<file path="config.mk">
export PLATFORM = sky130hd
export DESIGN_NAME = vga_timing_pipe_flat
export DESIGN_NICKNAME = d
export VERILOG_FILES = /design/src/rtl/vga_timing_pipe_if.sv /design/src/rtl/vga_timing_pipe.sv /design/src/flat_wrapper.sv
export SDC_FILE = /design/constraint.sdc
export NUM_CORES = 1
export LEC_CHECK = 0
export ABC_AREA = 0
export BUFFER_PORTS_ARGS = -buffer_cell sky130_fd_sc_hd__buf_4
export CORE_MARGIN = 8
export CORE_UTILIZATION = 59
export CTS_CLUSTER_SIZE = 28
export DETAILED_ROUTE_END_ITERATION = 10
export GPL_TIMING_DRIVEN = 0
export PLACE_DENSITY = 0.82
export SETUP_SLACK_MARGIN = 0.3
export SLEW_MARGIN = 20
export SYNTH_ARGS = -nofsm -noshare
export SYNTH_HDL_FRONTEND = slang
export SYNTH_SLANG_ARGS = --single-unit
</file>
<file path="constraint.sdc">
create_clock -name clk -period 5.4 [get_ports clk]
set_input_delay 0.54 -clock clk [delete_from_list [all_inputs] [get_ports clk]]
set_output_delay 0.54 -clock clk [all_outputs]
set_load 0.005 [all_outputs]
</file>
<file path="src/rtl/vga_timing_pipe_if.sv">
// rtl/vga_timing_pipe_if.sv - timing/coordinate bundle driven by vga_timing_pipe
//
// Signals (master drives, slave receives):
//   oHS, oVS     sync levels, already polarity-adjusted
//   visible      active-video flag
//   p_tick       pixel-enable pulse
//   line_start   pulse on the pixel tick at h=0
//   frame_start  pulse on the pixel tick at h=0, v=0
//   pixel_x/y    current coordinates (CW bits)
//   frame_cnt    16-bit frame counter, present only with VGA_TIMING_FRAME_CNT_EN
interface vga_timing_pipe_if #(
  parameter int CW = 10
);
  logic          oHS;
  logic          oVS;
  logic          visible;
  logic          p_tick;
  logic          line_start;
  logic          frame_start;
  logic [CW-1:0] pixel_x;
  logic [CW-1:0] pixel_y;
`ifdef VGA_TIMING_FRAME_CNT_EN
  logic [15:0]   frame_cnt;
`endif

  modport master (
    output oHS, oVS, visible, p_tick, line_start, frame_start, pixel_x, pixel_y
`ifdef VGA_TIMING_FRAME_CNT_EN
    , output frame_cnt
`endif
  );

  modport slave (
    input oHS, oVS, visible, p_tick, line_start, frame_start, pixel_x, pixel_y
`ifdef VGA_TIMING_FRAME_CNT_EN
    , input frame_cnt
`endif
  );
endinterface

</file>
<file path="src/rtl/vga_timing_pipe.sv">
// rtl/vga_timing_pipe.sv - parametrised VGA timing generator with output alignment pipeline
//
// Ports:
//   clk    system clock
//   reset  synchronous, active-high
//   vga    vga_timing_pipe_if.master: sync/visible/tick/start flags delayed DELAY clks,
//          pixel_x/pixel_y registered with 1-clk latency
// Optional: define VGA_TIMING_FRAME_CNT_EN to add vga.frame_cnt (16-bit frame counter).
module vga_timing_pipe #(
  parameter int PIX_DIV  = 4,
  parameter int H_DISP   = 640,
  parameter int H_FP     = 16,
  parameter int H_SYNC   = 96,
  parameter int H_BP     = 48,
  parameter int V_DISP   = 480,
  parameter int V_FP     = 10,
  parameter int V_SYNC   = 2,
  parameter int V_BP     = 33,
  parameter bit SYNC_POL = 1'b0,
  parameter int DELAY    = 2,
  parameter int CW       = 10
) (
  input  logic               clk,
  input  logic               reset,
  vga_timing_pipe_if.master  vga
);

  localparam int H_TOTAL = H_DISP + H_FP + H_SYNC + H_BP;
  localparam int V_TOTAL = V_DISP + V_FP + V_SYNC + V_BP;
  localparam int DW      = (PIX_DIV > 1) ? $clog2(PIX_DIV) : 1;

  localparam logic [DW-1:0] DIV_LAST = DW'(PIX_DIV - 1);
  localparam logic [CW-1:0] H_LAST   = CW'(H_TOTAL - 1);
  localparam logic [CW-1:0] V_LAST   = CW'(V_TOTAL - 1);
  localparam logic [CW-1:0] H_VIS    = CW'(H_DISP);
  localparam logic [CW-1:0] V_VIS    = CW'(V_DISP);
  // Inclusive end points so the bound always fits in CW bits even with a zero back porch.
  localparam logic [CW-1:0] HS_FIRST = CW'(H_DISP + H_FP);
  localparam logic [CW-1:0] HS_LAST  = CW'(H_DISP + H_FP + H_SYNC - 1);
  localparam logic [CW-1:0] VS_FIRST = CW'(V_DISP + V_FP);
  localparam logic [CW-1:0] VS_LAST  = CW'(V_DISP + V_FP + V_SYNC - 1);

  // Pipeline lane order: {hs, vs, vis, tick, line_start, frame_start}
  localparam logic [5:0] PIPE_RST = {~SYNC_POL, ~SYNC_POL, 4'b0000};

  logic [DW-1:0] div;
  logic [CW-1:0] h;
  logic [CW-1:0] v;
  logic [CW-1:0] pixel_x;
  logic [CW-1:0] pixel_y;
  logic          t;
  logic          hs_act;
  logic          vs_act;
  logic          vis;
  logic          ls;
  logic          fs;
  logic [5:0]    raw_vec;
  logic [5:0]    pipe [DELAY];

  // With PIX_DIV=1 div is stuck at 0 and DIV_LAST is 0, so t is constantly high.
  always_comb begin
    t       = (div == DIV_LAST);
    hs_act  = (h >= HS_FIRST) && (h <= HS_LAST);
    vs_act  = (v >= VS_FIRST) && (v <= VS_LAST);
    vis     = (h < H_VIS) && (v < V_VIS);
    ls      = t && (h == '0);
    fs      = ls && (v == '0);
    raw_vec = {hs_act ? SYNC_POL : ~SYNC_POL,
               vs_act ? SYNC_POL : ~SYNC_POL,
               vis, t, ls, fs};
  end

  always_ff @(posedge clk) begin
    if (reset) begin
      div     <= '0;
      h       <= '0;
      v       <= '0;
      pixel_x <= '0;
      pixel_y <= '0;
    end else begin
      div     <= t ? '0 : div + DW'(1);
      pixel_x <= h;
      pixel_y <= v;
      if (t) begin
        h <= (h == H_LAST) ? '0 : h + CW'(1);
        if (h == H_LAST) begin
          v <= (v == V_LAST) ? '0 : v + CW'(1);
        end
      end
    end
  end

  always_ff @(posedge clk) begin
    if (reset) begin
      for (int i = 0; i < DELAY; i++) begin
        pipe[i] <= PIPE_RST;
      end
    end else begin
      pipe[0] <= raw_vec;
      for (int i = 1; i < DELAY; i++) begin
        pipe[i] <= pipe[i-1];
      end
    end
  end

  assign vga.oHS         = pipe[DELAY-1][5];
  assign vga.oVS         = pipe[DELAY-1][4];
  assign vga.visible     = pipe[DELAY-1][3];
  assign vga.p_tick      = pipe[DELAY-1][2];
  assign vga.line_start  = pipe[DELAY-1][1];
  assign vga.frame_start = pipe[DELAY-1][0];
  assign vga.pixel_x     = pixel_x;
  assign vga.pixel_y     = pixel_y;

`ifdef VGA_TIMING_FRAME_CNT_EN
  logic [15:0] frame_cnt;
  logic        fs_seen;

  // The first frame start after reset opens frame 0; later ones advance the count.
  always_ff @(posedge clk) begin
    if (reset) begin
      frame_cnt <= '0;
      fs_seen   <= 1'b0;
    end else if (fs) begin
      fs_seen <= 1'b1;
      if (fs_seen) begin
        frame_cnt <= frame_cnt + 16'd1;
      end
    end
  end

  assign vga.frame_cnt = frame_cnt;
`endif

endmodule

</file>
<file path="src/flat_wrapper.sv">
// flat-port wrapper written by rule: the top's interface ports become plain ports
module vga_timing_pipe_flat 
#(
  parameter int PIX_DIV  = 4,
  parameter int H_DISP   = 640,
  parameter int H_FP     = 16,
  parameter int H_SYNC   = 96,
  parameter int H_BP     = 48,
  parameter int V_DISP   = 480,
  parameter int V_FP     = 10,
  parameter int V_SYNC   = 2,
  parameter int V_BP     = 33,
  parameter bit SYNC_POL = 1'b0,
  parameter int DELAY    = 2,
  parameter int CW       = 10
)
  (clk, reset, vga_oHS, vga_oVS, vga_visible, vga_p_tick, vga_line_start, vga_frame_start, vga_pixel_x, vga_pixel_y);
  vga_timing_pipe_if #(.CW(CW)) vga_i ();
  input  logic clk;
  input  logic reset;
  output wire logic [$bits(vga_i.oHS)-1:0] vga_oHS;
  output wire logic [$bits(vga_i.oVS)-1:0] vga_oVS;
  output wire logic [$bits(vga_i.visible)-1:0] vga_visible;
  output wire logic [$bits(vga_i.p_tick)-1:0] vga_p_tick;
  output wire logic [$bits(vga_i.line_start)-1:0] vga_line_start;
  output wire logic [$bits(vga_i.frame_start)-1:0] vga_frame_start;
  output wire logic [$bits(vga_i.pixel_x)-1:0] vga_pixel_x;
  output wire logic [$bits(vga_i.pixel_y)-1:0] vga_pixel_y;
  assign vga_oHS = vga_i.oHS;
  assign vga_oVS = vga_i.oVS;
  assign vga_visible = vga_i.visible;
  assign vga_p_tick = vga_i.p_tick;
  assign vga_line_start = vga_i.line_start;
  assign vga_frame_start = vga_i.frame_start;
  assign vga_pixel_x = vga_i.pixel_x;
  assign vga_pixel_y = vga_i.pixel_y;
  vga_timing_pipe #(.PIX_DIV(PIX_DIV), .H_DISP(H_DISP), .H_FP(H_FP), .H_SYNC(H_SYNC), .H_BP(H_BP), .V_DISP(V_DISP), .V_FP(V_FP), .V_SYNC(V_SYNC), .V_BP(V_BP), .SYNC_POL(SYNC_POL), .DELAY(DELAY), .CW(CW)) u_core (.clk(clk), .reset(reset), .vga(vga_i));
endmodule
</file>
==> run summary <==
Global routing
• 18 — pin count of the biggest net entering global routing
• 6640 um — global-route wire length before repair
• 0.153 — overall routing resource usage
• 1431 — vias in the first global route
• 0 — grt ovf
• 0 — initial antenna violation count

Cells and area
• 16.6% — area added between synthesis and finish
• 0.710 — final core utilization
• 244 — Layout Nets
• 0.202 — share of layout cells above drive strength 1
• 1080 um2 — storage element area
• 2350 um2 — final instance area
• 851 um2 — area of the multi-input gates
• 274 — number of fill cells in the layout
• 0 — Diodes inserted

STA
• 0.380 — Tcrit/Tclk final
• 488 MHz — maximum clock rate
• 0 — # setup viols final
• 541 ps — slew at the pin closest to its max-slew limit
• false — setup repair after global routing missed its margin
• 0 ps — setup TNS
• 0 — hold violation total from the final report
• 0.639 — relative max-transition margin
• 0 — Max Transition Viols Final
• 2050 ps — crit path time final
• 10.3 ps — Max Clock Skew

Worst setup path
• register — kind of end point of the critical path
• 10 — Max Fanout on Critical Path
• reg2reg — CP Class
• 3350 ps — reg-to-reg slack, setup
• register — startpoint type of the worst setup path
• 2370 ps — arrival time at the worst endpoint
• 5720 ps — required time of the worst setup path

Routing
• 0 — remaining antenna violation count
• 5.33 — detailed-route vias per instance
• 3800 um — total wire length after detailed routing
• 0 — DRC viols
• 1513 — vias post-DR
• 13.4 um — wire length per cell after detailed routing
• 4 — DRT Pass-1 Iters
• 72 — number of DRC markers after the initial detailed-route iteration

Placement
• 26 — count of buffers from port buffering
• 2660 um — post-detailed-placement half-perimeter wirelength
• 2270 um2 — area of placed instances
• 0.787 — last weighted congestion value of the routability-driven placer

Clocking
• 0 — Post-CTS Setup Repair Bufs
• 2 — number of buffers on the longest clock path
• 0 — Gates resized, CTS repair
• 5 — cts bufs inserted
• 380 ps — worst-skew pair later-pin latency
• 150 ps — clock slew seen by the registers of the worst setup and hold paths
• 54 — clock sinks
• 2 — CTS H-Tree Depth
• 0 — number of hold buffers added after cts
• sky130_fd_sc_hd__clkbuf_4 — root buffer cell
• done — TritonCTS clock tree

Yosys
• 39 — count of cell types in the netlist
• sky130_fd_sc_hd__dfxtp_1 54%, sky130_fd_sc_hd__nor2b_1 6.8%, sky130_fd_sc_hd__ha_1 3.1% — Area contributors post-synth
• 0 — EDFF count, synth
• sky130_fd_sc_hd__dfxtp_1 — cell taking the most area after synthesis
• 211 — nets in the synthesized netlist
• 204 — number of instances in the synthesized netlist
• 54 x sky130_fd_sc_hd__dfxtp_1, 22 x sky130_fd_sc_hd__nor2b_1, 13 x sky130_fd_sc_hd__nand2_1 — Post-synth top cells
• 0.536 — proportion of netlist area held by the largest area contributor
• sky130_fd_sc_hd__dfxtp_1 — most frequent cell after synthesis
• 54 — number of synthesized register bits
• 0.536 — sequential area share after synthesis
• 0 — async set-or-reset flop fraction in the synthesized netlist
• 9.88 um2 — Mapped Avg Cell Area
• sky130_fd_sc_hd__dfxtp_1 — leading register cell type out of synthesis
• 2020 um2 — Mapped Area
• 0 — number of warnings reported in the yosys synthesis log

Flow run
• 0 — maxcap violations

Pwr
• 0.169 mV — maximum resistive drop on vdd
• 0.000911 uW — leakage component of the power
• 644 uW — total power of the final layout
• 274 nW/um2 — power density relative to cell area

Die
• 74.5 um — die boundary width
• 0.609 — effective utilization at floorplan
• 21 — number of cell rows
• 28 — IO Count
• 3310 um2 — area of the core
• 74.5 um — die height
• 5540 um2 — die area

Run status
• finished, final reports clean — run status

Worst hold path
• reg2reg — classification of the worst-slack hold path

## area by class of cell
type,count,share of cell area
Clock inverter,3,0.0186
Multi-Input combinational cell,132,0.362
Sequential cell,54,0.460
Inverter,5,0.00799
Clock buffer,5,0.0160
Timing Repair Buffer,26,0.0831
Tap cell,46,0.0245
Buffer,13,0.0277
## kinds of logic (layout without fill, tap and decap cells)
group                      after synthesis  count (layout)  share of synthesized area
DFF                                     54              54                      0.536
adders and majority gates                5               5                     0.0310
AOI/OAI and AO/OA                       25              25                     0.0751
buffers and inverters                   18              52                     0.0416
xor gates and xnor gates                 8               8                     0.0348
and+or+nand+nor                         94              94                      0.281
## cell usage in the layout, fill, tap and decap left out, types with 2 or more instances in the layout
master,n
sky130_fd_sc_hd__nor4_1,3
sky130_fd_sc_hd__inv_1,5
sky130_fd_sc_hd__nand4_1,4
sky130_fd_sc_hd__nand2b_1,2
sky130_fd_sc_hd__nand3_1,8
sky130_fd_sc_hd__o311ai_0,2
sky130_fd_sc_hd__nand4_2,2
sky130_fd_sc_hd__buf_4,27
sky130_fd_sc_hd__nor3_1,10
sky130_fd_sc_hd__or3_1,4
sky130_fd_sc_hd__nor2b_1,22
sky130_fd_sc_hd__clkbuf_4,5
sky130_fd_sc_hd__o31ai_1,2
sky130_fd_sc_hd__and4_1,3
sky130_fd_sc_hd__xor2_1,4
sky130_fd_sc_hd__or2_2,2
sky130_fd_sc_hd__o21ai_0,7
sky130_fd_sc_hd__a21oi_1,10
sky130_fd_sc_hd__nand2_1,13
sky130_fd_sc_hd__dfxtp_1,54
sky130_fd_sc_hd__clkbuf_1,7
sky130_fd_sc_hd__and3_1,2
sky130_fd_sc_hd__xnor2_1,4
sky130_fd_sc_hd__nor2_1,10
sky130_fd_sc_hd__buf_2,4
sky130_fd_sc_hd__ha_1,5
## path summary, 6_finish.rpt
path,from,end,depth (start not counted)
min reg2reg,u_core.pipe[0][4],u_core.pipe[0][10],1
min,u_core.pipe[0][4],u_core.pipe[0][10],1
max,u_core.div[0],u_core.v[9],7
max reg2reg,u_core.div[0],u_core.v[9],7
## worst max-delay path, cell delays in order, from the launching register on
cell                      delay [ps]
sky130_fd_sc_hd__dfxtp_1         360
sky130_fd_sc_hd__ha_1            140
sky130_fd_sc_hd__buf_2           180
sky130_fd_sc_hd__and4_1          190
sky130_fd_sc_hd__buf_2           180
sky130_fd_sc_hd__nand4_2         240
sky130_fd_sc_hd__or4_4           580
sky130_fd_sc_hd__a21oi_2         140
## stage by stage
stage	hold WS (ps)	cells	worst slack, ps
after floorplan	389	204	3580
after CTS	425	284	3350
after global placement	393	276	3420
final	424	284	3350
after global routing	454	284	3190
after detailed placement	393	276	3370
## flip-flops by register name, indices dropped and copies added, names as in the netlist
register            flops
u_core.pipe            12
u_core.vga.pixel_y     10
u_core.vga.pixel_x     10
u_core.div              2
u_core.v               10
u_core.h               10
## routing by layer
metal	wire length, um	GRT usage	vias to the layer above
met5	0	0	-
met4	75	0.0652	0
met1	1730	0.196	689
li1	-	-	770
met2	1720	0.229	45
met3	279	0.0512	9
## report_power, final
| group | internal (uW) | switching [uW] |
|---|---|---|
| Sequential | 403 | 1.74 |
| Clock | 98.5 | 123 |
| Combinational | 6.74 | 10.7 |
| Total | 509 | 135 |
(Power assumes the default switching activity.)
